$ cat src/rtl/seg7_pkg.sv
// Shared encodings, digit count and active-low hex glyph table for the debug display.
package seg7_pkg;

    localparam int NUM_DIGITS = 8;

    typedef enum logic [2:0] {
        MODE_PC    = 3'd0,
        MODE_INSTR = 3'd1,
        MODE_REG   = 3'd2,
        MODE_ADDR  = 3'd3,
        MODE_DATA  = 3'd4
    } disp_mode_e;

    localparam logic [2:0] MODE_BLANK_MIN = 3'd5;

    // Bit order {g,f,e,d,c,b,a}, active low; dp is added by the display stage.
    localparam logic [6:0] GLYPH_TABLE [0:15] = '{
        7'h40, 7'h79, 7'h24, 7'h30, 7'h19, 7'h12, 7'h02, 7'h78,
        7'h00, 7'h10, 7'h08, 7'h03, 7'h46, 7'h21, 7'h06, 7'h0E
    };

    function automatic logic [6:0] glyph(input logic [3:0] nibble);
        return GLYPH_TABLE[nibble];
    endfunction

endpackage

$ cat src/rtl/seg7_hex_decoder.sv
// Hex nibble to active-low 7-segment glyph {g,f,e,d,c,b,a}.
// Purely combinational, zero latency, no flow control.
module seg7_hex_decoder
    import seg7_pkg::*;
(
    input  logic [3:0] nibble,
    output logic [6:0] segs
);

    assign segs = glyph(nibble);

endmodule

$ cat src/rtl/seg7_debug_display.sv
// Debug word select, per-frame snapshot and multiplexed 8-digit active-low 7-segment drive.
// an/seg register one cycle after each scan tick; reg_sel registers one cycle; no backpressure.
module seg7_debug_display
    import seg7_pkg::*;
#(
    parameter int SCAN_DIV = 100000,
    parameter int REG_HOLD = 100000000
) (
    input  logic        clk,
    input  logic        rstn,
    input  logic [2:0]  disp_mode,
    input  logic        auto_scan,
    input  logic [4:0]  reg_sel_sw,
    input  logic [31:0] pc_in,
    input  logic [31:0] instr_in,
    input  logic [31:0] reg_data,
    input  logic [31:0] addr_in,
    input  logic [31:0] data_in,
    output logic [4:0]  reg_sel,
    output logic [7:0]  an,
    output logic [7:0]  seg
);

    localparam int DIV_W  = (SCAN_DIV > 1) ? $clog2(SCAN_DIV) : 1;
    localparam int HOLD_W = (REG_HOLD > 1) ? $clog2(REG_HOLD) : 1;
    localparam logic [2:0] LAST_DIGIT = 3'(NUM_DIGITS - 1);

    logic [DIV_W-1:0]  div_cnt;
    logic [2:0]        dig_idx;
    logic [31:0]       snapshot;
    logic              blank;
    logic [HOLD_W-1:0] hold_cnt;
    logic [4:0]        auto_idx;

    logic              tick;
    logic              hold_wrap;
    logic [31:0]       sel_word;
    logic [3:0]        cur_nib;
    logic [6:0]        cur_glyph;
    logic              dp_n;

    assign tick      = (div_cnt == DIV_W'(SCAN_DIV - 1));
    assign hold_wrap = (hold_cnt == HOLD_W'(REG_HOLD - 1));
    assign cur_nib   = snapshot[{dig_idx, 2'b00} +: 4];
    assign dp_n      = ~(auto_scan && (dig_idx == LAST_DIGIT));

    always_comb begin
        sel_word = '0;
        case (disp_mode)
            MODE_PC:    sel_word = pc_in;
            MODE_INSTR: sel_word = instr_in;
            MODE_REG:   sel_word = reg_data;
            MODE_ADDR:  sel_word = addr_in;
            MODE_DATA:  sel_word = data_in;
            default:    sel_word = '0;
        endcase
    end

    seg7_hex_decoder u_hex_decoder (
        .nibble (cur_nib),
        .segs   (cur_glyph)
    );

    // The output registers latch the slot being left, so digit 7 of the old snapshot
    // is shown on the same tick the next frame's snapshot is captured.
    always_ff @(posedge clk or negedge rstn) begin
        if (!rstn) begin
            div_cnt  <= '0;
            dig_idx  <= '0;
            snapshot <= '0;
            blank    <= 1'b0;
            an       <= 8'hFF;
            seg      <= 8'hFF;
        end else begin
            div_cnt <= tick ? '0 : div_cnt + 1'b1;
            if (tick) begin
                dig_idx <= dig_idx + 1'b1;
                an      <= ~(8'b1 << dig_idx);
                seg     <= blank ? 8'hFF : {dp_n, cur_glyph};
                if (dig_idx == LAST_DIGIT) begin
                    snapshot <= sel_word;
                    blank    <= (disp_mode >= MODE_BLANK_MIN);
                end
            end
        end
    end

    always_ff @(posedge clk or negedge rstn) begin
        if (!rstn) begin
            hold_cnt <= '0;
            auto_idx <= '0;
            reg_sel  <= '0;
        end else begin
            reg_sel <= auto_scan ? auto_idx : reg_sel_sw;
            if (auto_scan) begin
                hold_cnt <= hold_wrap ? '0 : hold_cnt + 1'b1;
                if (hold_wrap)
                    auto_idx <= auto_idx + 1'b1;
            end else begin
                hold_cnt <= '0;
                auto_idx <= '0;
            end
        end
    end

endmodule
$ cat config.mk
export PLATFORM = sky130hd
export DESIGN_NAME = seg7_debug_display
export DESIGN_NICKNAME = d
export VERILOG_FILES = /design/src/rtl/seg7_pkg.sv /design/src/rtl/seg7_hex_decoder.sv /design/src/rtl/seg7_debug_display.sv
export SDC_FILE = /design/constraint.sdc
export NUM_CORES = 1
export LEC_CHECK = 0
export BUFFER_PORTS_ARGS = -buffer_cell sky130_fd_sc_hd__buf_4
export CAP_MARGIN = 10
export CORE_MARGIN = 2
export CORE_UTILIZATION = 40
export CTS_CLUSTER_SIZE = 12
export DETAILED_ROUTE_END_ITERATION = 12
export PLACE_DENSITY = 0.75
export SETUP_SLACK_MARGIN = 0.05
export SLEW_MARGIN = 20
export SYNTH_ARGS = -nofsm -noshare
export SYNTH_HDL_FRONTEND = slang
export SYNTH_SLANG_ARGS = --single-unit
$ cat constraint.sdc
create_clock -name clk -period 3.96 [get_ports clk]
set_clock_uncertainty 0.2 [all_clocks]
set_input_delay 0.792 -clock clk [delete_from_list [all_inputs] [get_ports clk]]
set_output_delay 0.792 -clock clk [all_outputs]
set_load 0.01 [all_outputs]
# ---- Word-level counts from Yosys, hierarchy flattened
# Memories as Yosys holds them, arrays and structs flattened.
# Index checks and enable logic that the tools add are counted.
dict set report word_totals {
  out_inout_bits 21
  n_memories 1
  wordCells 42
  romBits 112
  regBits 106
  ramBits 0
  latch_bits 0
  in_bits 171
}
# memory words word_bits read_ports rd_ports_with_merged_regs write_ports line
set mem_list {}
lappend mem_list {{(name not given)} 16 7 1 0 0 seg7_pkg.sv:23} ;# return GLYPH_TABLE[nibble];
dict set report op_classes {
  n_reduce_logical 3
  shifts 2
  n_mux 10
  magnitude_cmp 2
  multipliers 0
  n_div 0
  bitwise 3
  n_addsub 4
  eq_ne 8
}
# op count
set ops {}
lappend ops {{32-bit one-hot mux with 5 select lines} 1}
lappend ops {{27-bit 2-to-1 mux} 2}
lappend ops {{32-bit by 6-bit indexed part select with 4-bit output} 1}
lappend ops {{27-bit by 1-bit adder with 27-bit output, second input constant} 1}
lappend ops {{27-bit == test, second input constant} 1}
lappend ops {{17-bit by 1-bit adder with 17-bit output, second input constant} 1}
lappend ops {{17-bit == test, second input constant} 1}
lappend ops {{17-bit 2-to-1 mux} 1}
lappend ops {{5-bit 2-to-1 mux} 3}
lappend ops {{7-bit 2-to-1 mux} 2}
lappend ops {{8-bit 2-to-1 mux} 1}
lappend ops {{8-bit inverter} 1}
lappend ops {{1-bit by 3-bit << shifter with 8-bit output, first input constant} 1}
lappend ops {{3-bit by 2-bit == test with 1-bit output, second input constant} 2}
lappend ops {{3-bit == test, second input constant} 2}
lappend ops {{5-bit by 1-bit adder with 5-bit output, second input constant} 1}
lappend ops {{5-bit greater-or-equal comparator, second input constant} 1}
lappend ops {{4-bit inverter with 5-bit output} 1}
lappend ops {{3-bit by 1-bit adder with 3-bit output, second input constant} 1}
lappend ops {{3-bit by 1-bit == test with 1-bit output, second input constant} 1}
lappend ops {{3-bit greater-or-equal comparator, second input constant} 1}
lappend ops {{3-bit logical NOT} 1}
lappend ops {{2-bit by 1-bit != test with 1-bit output, second input constant} 1}
lappend ops {{2-bit AND reduction} 1}
lappend ops {{other kinds (2)} 2}

# ---- Depth between registers and ports, before layout
# Gate-level depths: netlist of the first run.
dict set report depth {
  word_depth 6
  ltp_mapped 9
  ltp_nobuf 8
}

# ---- By module
# From an unflattened synthesis of the first run, not the netlist that was laid out.
dict set report hier_totals {
  cells_unflattened 628
  area_unflattened_um2 6586.3
}
# module instances cells_each seq_area_each_um2 area_each_um2
set by_module_without_submodules {}
lappend by_module_without_submodules {seg7_debug_display 1 593 2672.6 6314.8}
lappend by_module_without_submodules {seg7_hex_decoder 1 35 0.0 271.5}

# ---- Least setup slack after synthesis of the first run
# Ideal clock, no wire load.
dict set report synth_path {
  kind {reg2reg}
  startpoint {register dig_idx[0]}
  endpoint {register seg[6]}
  stages_incl_launch_ff 9
  path_slack_ns 1.340
  arrival_time_ns 2.337
  period_less_slack_ns 2.620
  required_time_ns 3.677
  n_path_buf 1
  setup_time_ns 0.083
  path_cell_list {dfrtp_1 > buf_6 > mux4_2 > mux2i_1 > inv_1 > ha_1 > mux2_4 > a221oi_2 > a21oi_1}
}
dict set report synth_via {
  elab_chain_len 6
}
# item line
set synth_rtl {}
lappend synth_rtl {{from (decl)} seg7_debug_display.sv:29} ;# logic [2:0] dig_idx;
lappend synth_rtl {{from (signal assigned)} seg7_debug_display.sv:77} ;# dig_idx <= dig_idx + 1'b1;
lappend synth_rtl {{32-bit by 6-bit indexed part select with 4-bit output} seg7_debug_display.sv:44} ;# assign cur_nib = snapshot[{dig_idx, 2'b00} +: 4];
lappend synth_rtl {{4-bit inverter with 5-bit output (not written as such)} seg7_pkg.sv:23}
lappend synth_rtl {{memory read 16 x 7 bit} -}
lappend synth_rtl {{7-bit 2-to-1 mux (not written as such) (2 in series)} seg7_pkg.sv:23}
lappend synth_rtl {{8-bit 2-to-1 mux} seg7_debug_display.sv:79} ;# seg <= blank ? 8'hFF : {dp_n, cur_glyph};
lappend synth_rtl {{to (signal assigned)} seg7_debug_display.sv:79}
lappend synth_rtl {{to (decl)} seg7_debug_display.sv:21} ;# output logic [7:0] seg
# Every way passes these cells. The select of a mux whose other input is x is not followed.
# A chain may end at the register's enable or synchronous reset.

# ---- Final worst setup path of the first run
# Ends and elaborated chain as after synthesis.

==> metrics.md, run 1 <==
| Metric | Value |
|---|---|
| Status | `complete, no violations` |
| Die area | `0.0166 sq mm` |
| # Post-CTS Setup Buffers | `0` |
| I/O Buffers | `191` |
| Yosys warning count | `0` |
| Worst slew pin tran | `1.12 ns` |
| Asr flop ratio synth | `100%` |
| 1st-iter DRT viols | `314` |
| Pleak | `3.78 nW` |
| # DRC | `0` |
| Largest area contributor in the netlist | `dfrtp_1` |
| Worst-Skew Late Latency | `0.35 ns` |
| Leading post-synthesis cells by cell area | `dfrtp_1, mux4_2, o21ai_0` |
| Sink Count | `106` |
| Syn Area/Cell | `10.0 sq um` |
| Vias | `5191` |
| Total grt overflow | `0` |
| Router iterations before antenna repair | `5` |
| CP Class | `reg2reg` |
| Core area | `0.0153 sq mm` |
| Share of the clock period used by the worst path | `77.2%` |
| Final hold violation count | `0` |
| Sequential-to-total area share from yosys stat | `42.7%` |
| Flops & latches, synth | `106` |
| I/O pins | `192` |
| Total CTS buffers | `9` |
| Main flop type after synthesis | `dfrtp_1` |
| Share of cells above drive strength 1 | `33.0%` |
| Post_cts resized | `0` |
| Final Cell Area | `0.00810 sq mm` |
| Max Buffers Root-to-Sink | `2` |
| Final ANT Viol Nets | `0` |
| Via density | `5.15` |
| Pin count of the biggest net entering global routing | `60` |
| CTS tree | `done` |
| Worst-path clk slew | `0.07 ns` |
| Root Buffer | `clkbuf_16` |
| Core Util, Final | `53.1%` |
| Highest Clock Rate | `327 MHz` |
| Die Width | `129 um` |
| GP Congestion | `0.838` |
| Area after DPL | `0.00781 sq mm` |
| Wire length per cell | `15.3 um` |
| Endpoints failing setup | `0` |
| Hold buffers post-CTS | `0` |
| Nets | `978` |
| Synth top area share | `36.0%` |
| Arrival @ worst endpoint | `3.11 ns` |
| Number of synthesized flops with an enable pin | `0` |
| First-pass GRT wire length | `25300 um` |
| Slew headroom | `25.5%` |
| Setup ws final | `0.903 ns` |
| Crit path time final | `3.06 ns` |
| Die Y | `129 um` |
| Worst hold margin | `0.283 ns` |
| Maximum vdd drop | `0.238 mV` |
| Power per standard cell area | `278 mW/mm^2` |
| RSZ-0062 raised after global routing | `false` |
| Final HPWL DP | `12000 um` |
| Req. time, crit path | `4.02 ns` |
| Setup TNS | `0 ns` |
| Cells after Synth | `623` |
| CP endpoint kind | `flip-flop` |
| Synth unique cells | `52` |
| Commonest cells after routing, fill and taps aside | `buf_4, o21ai_0, dfrtp_1` |
| Post-synth net total | `809` |
| Initial antenna violation count | `0` |
| Antenna diode count | `0` |
| GRT Resource Usage Total | `19.3%` |
| CP startpoint kind | `flip-flop` |
| Hold Path Class | `reg2reg` |
| Synthesized cell area | `0.00625 sq mm` |
| Commonest non-fill, non-tap cell in the layout | `buf_4` |
| Starting Density | `41.0%` |
| Site Rows | `45` |
| Vias in the first global route | `5045` |
| Critical path fanouts, max | `11` |
| Total Wirelength | `15500 um` |
| Max cap viols | `0` |
| Fin. max-slew vios | `0` |
| Area grow syn2layout | `29.5%` |
| Placement Setup Slack | `0.890 ns` |
| # H-tree levels | `3` |
critical path, stage by stage (launching register included):
cell and delay (ns):
dfrtp_1 0.69, mux4_2 0.57, mux2i_1 0.42, inv_1 0.16, ha_1 0.28, mux2_4 0.28
a221oi_2 0.26, a21oi_1 0.10
flip-flops by register name, summed over array words and instances (netlist names):
name / count
snapshot: 32
seg: 8
reg_sel: 5
dig_idx: 3
auto_idx: 5
blank: 1
hold_cnt: 27
div_cnt: 17
an: 8
synthesized netlist by cell type (2+ instances only):
cell type and count:
a21oi_1 9, dfstp_2 16, nor4b_1 2, or3_1 5
buf_6 3, dfrtp_1 90, ha_1 15, mux2i_1 42
and4_1 4, o21ai_0 90, a22oi_1 15, mux2_4 2
nand3_1 25, inv_1 13, nand2_1 66, o21ai_1 2
mux4_2 22, nor2_1 53, buf_2 15, xor2_1 26
and3_1 14, a31oi_1 8, xnor2_1 16, mux2_2 5
clkbuf_1 21, nor2b_1 4, nor4_1 3, nand4_1 13
path summary, 6_finish.rpt:
path	cells after the start	startpoint	slack (ns)	to
setup reg to reg	7	dig_idx[0]	0.90	seg[6]
setup / recovery	7	dig_idx[0]	0.90	seg[6]
max in group asynchronous	2	rstn	2.39	seg[3]
hold reg to reg	1	div_cnt[14]	0.28	div_cnt[14]
hold / removal	1	div_cnt[14]	0.28	div_cnt[14]
min in group asynchronous	1	rstn	0.32	div_cnt[13]
kinds of logic after synthesis:
logic type / Yosys count / synth area share, %
XOR/XNOR: 42 / 5.88
flip-flops: 106 / 42.7
AND/OR/NAND/NOR: 201 / 16.1
multiplexers: 72 / 16.2
buffers and inverters: 54 / 3.92
adder cells (fa/ha/maj): 15 / 3.00
AO/OA/AOI/OAI: 133 / 12.0
metrics by stage:
| step | power (mW) | cells |
|---|---|---|
| 2_1_floorplan | 1.23 | 623 |
| 3_3_place_gp | 1.40 | 992 |
| 3_5_place_dp | 1.40 | 992 |
| 4_1_cts | 2.28 | 1007 |
| 5_1_grt | 2.35 | 1007 |
| 6_report | 2.25 | 1007 |
per-layer routing:
metal  GRT usage, %  up-vias  routed length (um)
met1           25.6     2472                6730
met5              0        -                   0
met3           3.01        8                 659
met4           5.18        0                 125
li1               -     2570                   -
met2           33.1      141                7930
report_power, final:
part           total [mW]  internal (mW)  switching, mW
clock               0.873          0.505          0.369
combinational       0.286          0.171          0.116
sequential           1.09           1.09        0.00364
final cells by class:
type                    count  area (sq um)
repair buffers            198          1490
clock buffers              13           250
flip-flops and latches    106          2670
multi-input cells         463          3330
clock inverters             2          37.5
inverters                  14          52.6
well taps                 211           264
fillers                  1361          7160
(Power assumes the default switching activity.)
==> run 2: changes to the inputs <==
PLACE_DENSITY = 0.77   (was 0.75)
clock period = 2.7 ns   (was 3.96 ns; I/O delays follow)
==> metrics.md, run 2 (synthesis gave the netlist of run 1 again) <==
| Metric | Value |
|---|---|
| Nets | `988` |
| Max cap viols | `0` |
| CP Class | `reg2reg` |
| Total CTS buffers | `9` |
| GP Congestion | `0.853` |
| Die area | `0.0166 sq mm` |
| Worst slew pin tran | `1.04 ns` |
| Final ANT Viol Nets | `0` |
| Total Wirelength | `15900 um` |
| Maximum vdd drop | `0.361 mV` |
| Hold Path Class | `in2async` |
| Die Width | `129 um` |
| Root Buffer | `clkbuf_16` |
| Via density | `5.19` |
| Vias in the first global route | `5211` |
| Fin. max-slew vios | `0` |
| Die Y | `129 um` |
| Pin count of the biggest net entering global routing | `107` |
| Initial antenna violation count | `0` |
| Arrival @ worst endpoint | `2.58 ns` |
| Setup TNS | `0 ns` |
| Biggest register | `snapshot` |
| CP endpoint kind | `flip-flop` |
| Worst hold margin | `0.0555 ns` |
| Area grow syn2layout | `31.3%` |
| First-pass GRT wire length | `26000 um` |
| Highest Clock Rate | `396 MHz` |
| Endpoints failing setup | `0` |
| CP startpoint kind | `flip-flop` |
| Sink Count | `106` |
| Worst-Skew Late Latency | `0.34 ns` |
| Power per standard cell area | `398 mW/mm^2` |
| Starting Density | `41.0%` |
| RSZ-0062 raised after global routing | `false` |
| Share of the clock period used by the worst path | `93.4%` |
| Largest register FFs | `32` |
| Vias | `5286` |
| Antenna diode count | `0` |
| Share of cells above drive strength 1 | `34.2%` |
| Hold buffers post-CTS | `0` |
| Flop2flop setup slack | `0.18 ns` |
| # DRC | `0` |
| 1st-iter DRT viols | `279` |
| Pleak | `3.85 nW` |
| Max Buffers Root-to-Sink | `2` |
| Wire length per cell | `15.6 um` |
| Worst-path clk slew | `0.07 ns` |
| I/O Buffers | `191` |
| # H-tree levels | `3` |
| Slew headroom | `30.4%` |
| Critical path fanouts, max | `9` |
| Commonest cells after routing, fill and taps aside | `buf_4, o21ai_0, dfrtp_1` |
| Crit path time final | `2.52 ns` |
| Req. time, crit path | `2.76 ns` |
| Top flop regs | `snapshot: 32 flops, hold_cnt: 27 flops, div_cnt: 17 flops` |
| Status | `complete, no violations` |
| Final hold violation count | `0` |
| Site Rows | `45` |
| # Post-CTS Setup Buffers | `0` |
| GRT Resource Usage Total | `19.7%` |
| Final HPWL DP | `12200 um` |
| Setup ws final | `0.178 ns` |
| Total grt overflow | `0` |
| Core area | `0.0153 sq mm` |
| Placement Setup Slack | `0.160 ns` |
| Commonest non-fill, non-tap cell in the layout | `buf_4` |
| I/O pins | `192` |
| Router iterations before antenna repair | `4` |
| Reg2reg path depth | `8` |
| CTS tree | `done` |
[run 2: routing by layer]
| layer | share of wire [%] | up-vias | global-route usage (%) |
|---|---|---|---|
| met2 | 50 | 149 | 33.8 |
| li1 | - | 2607 | - |
| met3 | 4.9 | 18 | 3.51 |
| met1 | 43 | 2512 | 25.9 |
| met5 | 0 | - | 0 |
| met4 | 1.6 | 0 | 4.99 |
[run 2: layout make-up]
type | count | area, sq um
Clock buffer | 11 | 243
Tap cell | 211 | 264
Multi-Input combinational cell | 463 | 3330
Timing Repair Buffer | 208 | 1600
Clock inverter | 5 | 38.8
Fill cell | 1332 | 7050
Sequential cell | 106 | 2670
Inverter | 14 | 52.6
[run 2: path summary, 6_finish.rpt]
| check | startpoint | to |
|---|---|---|
| max | dig_idx[0] | seg[4] |
| min | rstn | div_cnt[3] |
| max reg2reg | dig_idx[0] | seg[4] |
| min reg2reg | snapshot[8] | snapshot[8] |
| max in group asynchronous | rstn | seg[1] |
| min in group clk | reg_sel_sw[0] | reg_sel[0] |
[run 2: timing repair]
item                       4_1_cts  5_1_grt
hold endpoints to repair         0        0
gates resized for setup          0        1
setup endpoints to repair        0        1
[run 2: metrics by stage]
stage | util (%) | total power, mW | area [sq um] | std cells
after global routing | 53.8 | 3.40 | 8210 | 1018
after detailed placement | 51.9 | 2.07 | 7920 | 1002
after global placement | 51.9 | 2.06 | 7920 | 1002
final | 53.8 | 3.26 | 8210 | 1018
after CTS | 53.8 | 3.30 | 8200 | 1018
after floorplan | - | 1.80 | 6250 | 623
[run 2: where the power goes]
| part | total (mW) | internal (mW) | switching [mW] |
|---|---|---|---|
| clock network | 1.23 | 0.657 | 0.577 |
| logic | 0.430 | 0.256 | 0.174 |
| registers | 1.60 | 1.60 | 0.00505 |
[run 2: worst max-delay path: stages (launching register included)]
cell	delay, ns
dfrtp_1	0.34
buf_6	0.16
mux4_2	0.52
mux2i_1	0.21
buf_4	0.18
ha_1	0.19
inv_1	0.07
or3_1	0.36
a31oi_1	0.20
==> run 3: changes to the inputs <==
PLACE_DENSITY = not set   (was 0.77)
PLACE_DENSITY_LB_ADDON = 0.1   (was not set)
==> metrics.md, run 3 (synthesis gave the netlist of run 1 again) <==
| Metric | Value |
|---|---|
| Vias in the first global route | `5398` |
| Worst slew pin tran | `1.09 ns` |
| Wire length per cell | `15.9 um` |
| Vias | `5243` |
| Finished Layout Cells | `1020` |
| CP Class | `reg2reg` |
| Slew headroom | `27.4%` |
| Total grt overflow | `0` |
| RSZ-0062 raised after global routing | `false` |
| Biggest register | `snapshot` |
| Arrival @ worst endpoint | `2.55 ns` |
| Failing checks | `negative hold slack` |
| Worst-path clk slew | `0.07 ns` |
| Die area | `0.0166 sq mm` |
| Worst path cell trace | `ha_1, and3_1, nand3_1, or4_1, or3_1, a21oi_1` |
| Antenna diode count | `0` |
| Max Buffers Root-to-Sink | `2` |
| Nets | `990` |
| CP startpoint kind | `flip-flop` |
| # Post-CTS Setup Buffers | `0` |
| Power per standard cell area | `410 mW/mm^2` |
| Fin. max-slew vios | `0` |
| Pin count of the biggest net entering global routing | `53` |
| Slowest library cell on the worst path | `or4_1` |
| Status | `complete, but fails checks` |
| Core Util, Final | `54.0%` |
| Commonest cells after routing, fill and taps aside | `buf_4, o21ai_0, dfrtp_1` |
| Final HPWL DP | `12800 um` |
| Area grow syn2layout | `31.9%` |
| Die Width | `129 um` |
| CTS tree | `done` |
| Cells after DPL | `1004` |
| Seq pwr share | `47.4%` |
| Hold Path Class | `in2async` |
| Largest register FFs | `32` |
| Sw Pwr | `0.752 mW` |
| Router iterations before antenna repair | `5` |
| I/O pins | `192` |
| GP Congestion | `0.821` |
| Via density | `5.14` |
| Initial antenna violation count | `0` |
| Total CTS buffers | `9` |
| Share of cells above drive strength 1 | `34.5%` |
| Total Wirelength | `16200 um` |
| # DRC | `0` |
| Crit path time final | `2.49 ns` |
| P_int | `2.63 mW` |
| Root Buffer | `clkbuf_16` |
| Critical path fanouts, max | `7` |
| Critical path buffers and inverters | `0` |
| Worst hold margin | `-0.0137 ns` |
| Highest Clock Rate | `402 MHz` |
| Site Rows | `45` |
| First-pass GRT wire length | `26400 um` |
| Req. time, crit path | `2.76 ns` |
| Switching share of power | `22.3%` |
| Share of the clock period used by the worst path | `92.2%` |
| Commonest non-fill, non-tap cell in the layout | `buf_4` |
| Critical Path Max Stage Delay | `0.66 ns` |
| # H-tree levels | `3` |
| Clock power share | `39.7%` |
| Sink Count | `106` |
| Pleak | `3.88 nW` |
| Endpoints failing setup | `0` |
| Maximum vdd drop | `0.239 mV` |
| 1st-iter DRT viols | `280` |
| Final hold violation count | `12` |
| Worst-Skew Late Latency | `0.34 ns` |
| Die Y | `129 um` |
| Final ANT Viol Nets | `0` |
| Core area | `0.0153 sq mm` |
| GRT Resource Usage Total | `20.0%` |
| Starting Density | `41.0%` |
| Setup TNS | `0 ns` |
| Top flop regs | `snapshot: 32 flops, hold_cnt: 27 flops, div_cnt: 17 flops` |
| Hold buffers post-CTS | `0` |
| CP endpoint kind | `flip-flop` |
| Combinational Power Share | `12.9%` |
| Post_cts resized | `0` |
| I/O Buffers | `191` |
| Max cap viols | `0` |
| Cell family with most CP delay | `simple AND/OR/NAND/NOR gates` |
-- run 3: path summary, 6_finish.rpt --
| check | start | to | slack [ns] | depth (start not counted) |
|---|---|---|---|---|
| max in group asynchronous | rstn | dig_idx[0] | 1.61 | 2 |
| worst max-delay path | hold_cnt[0] | auto_idx[3] | 0.21 | 6 |
| min in group clk | reg_sel_sw[0] | reg_sel[0] | 0.23 | 2 |
| worst min-delay path | rstn | div_cnt[16] | -0.01 | 1 |
| worst max register to register | hold_cnt[0] | auto_idx[3] | 0.21 | 6 |
| worst min register to register | an[3] | an[3] | 0.28 | 2 |
-- run 3: through the flow --
stage          instance area [sq um]  total power, mW  setup slack [ns]  hold slack, ns
3_3_place_gp                    7940             2.07             0.161           0.263
5_1_grt                         8240             3.52            0.0553          0.0229
3_5_place_dp                    7940             2.07             0.101           0.267
4_1_cts                         8240             3.42            0.0816         0.00147
2_1_floorplan                   6250             1.80            0.0797          0.0444
6_report                        8240             3.38             0.210         -0.0137
-- run 3: layer usage --
layer  global-route usage, %  up-vias  part of all wire [%]
li1                        -     2592                     -
met1                    26.6     2496                    45
met2                    33.9      139                    49
met3                    3.26       16                   4.2
met4                    5.69        0                   1.6
met5                       0        -                     0
-- run 3: power groups by stage --
stage          Combinational, mW  Sequential (mW)  Clock (mW)
5_1_grt                    0.481             1.60        1.43
2_1_floorplan              0.166             1.63           0
3_5_place_dp               0.443             1.63           0
3_3_place_gp               0.436             1.63           0
6_report                   0.436             1.60        1.34
4_1_cts                    0.444             1.60        1.38
-- run 3: area by class of cell --
type                       instances  area [sq um]
tap                              211           264
inverter                          14          52.6
clock inverter                     4          48.8
multi-input combinational        463          3330
sequential                       106          2670
timing repair buffer             210          1610
clock buffer                      12           256
fill                            1414          7010
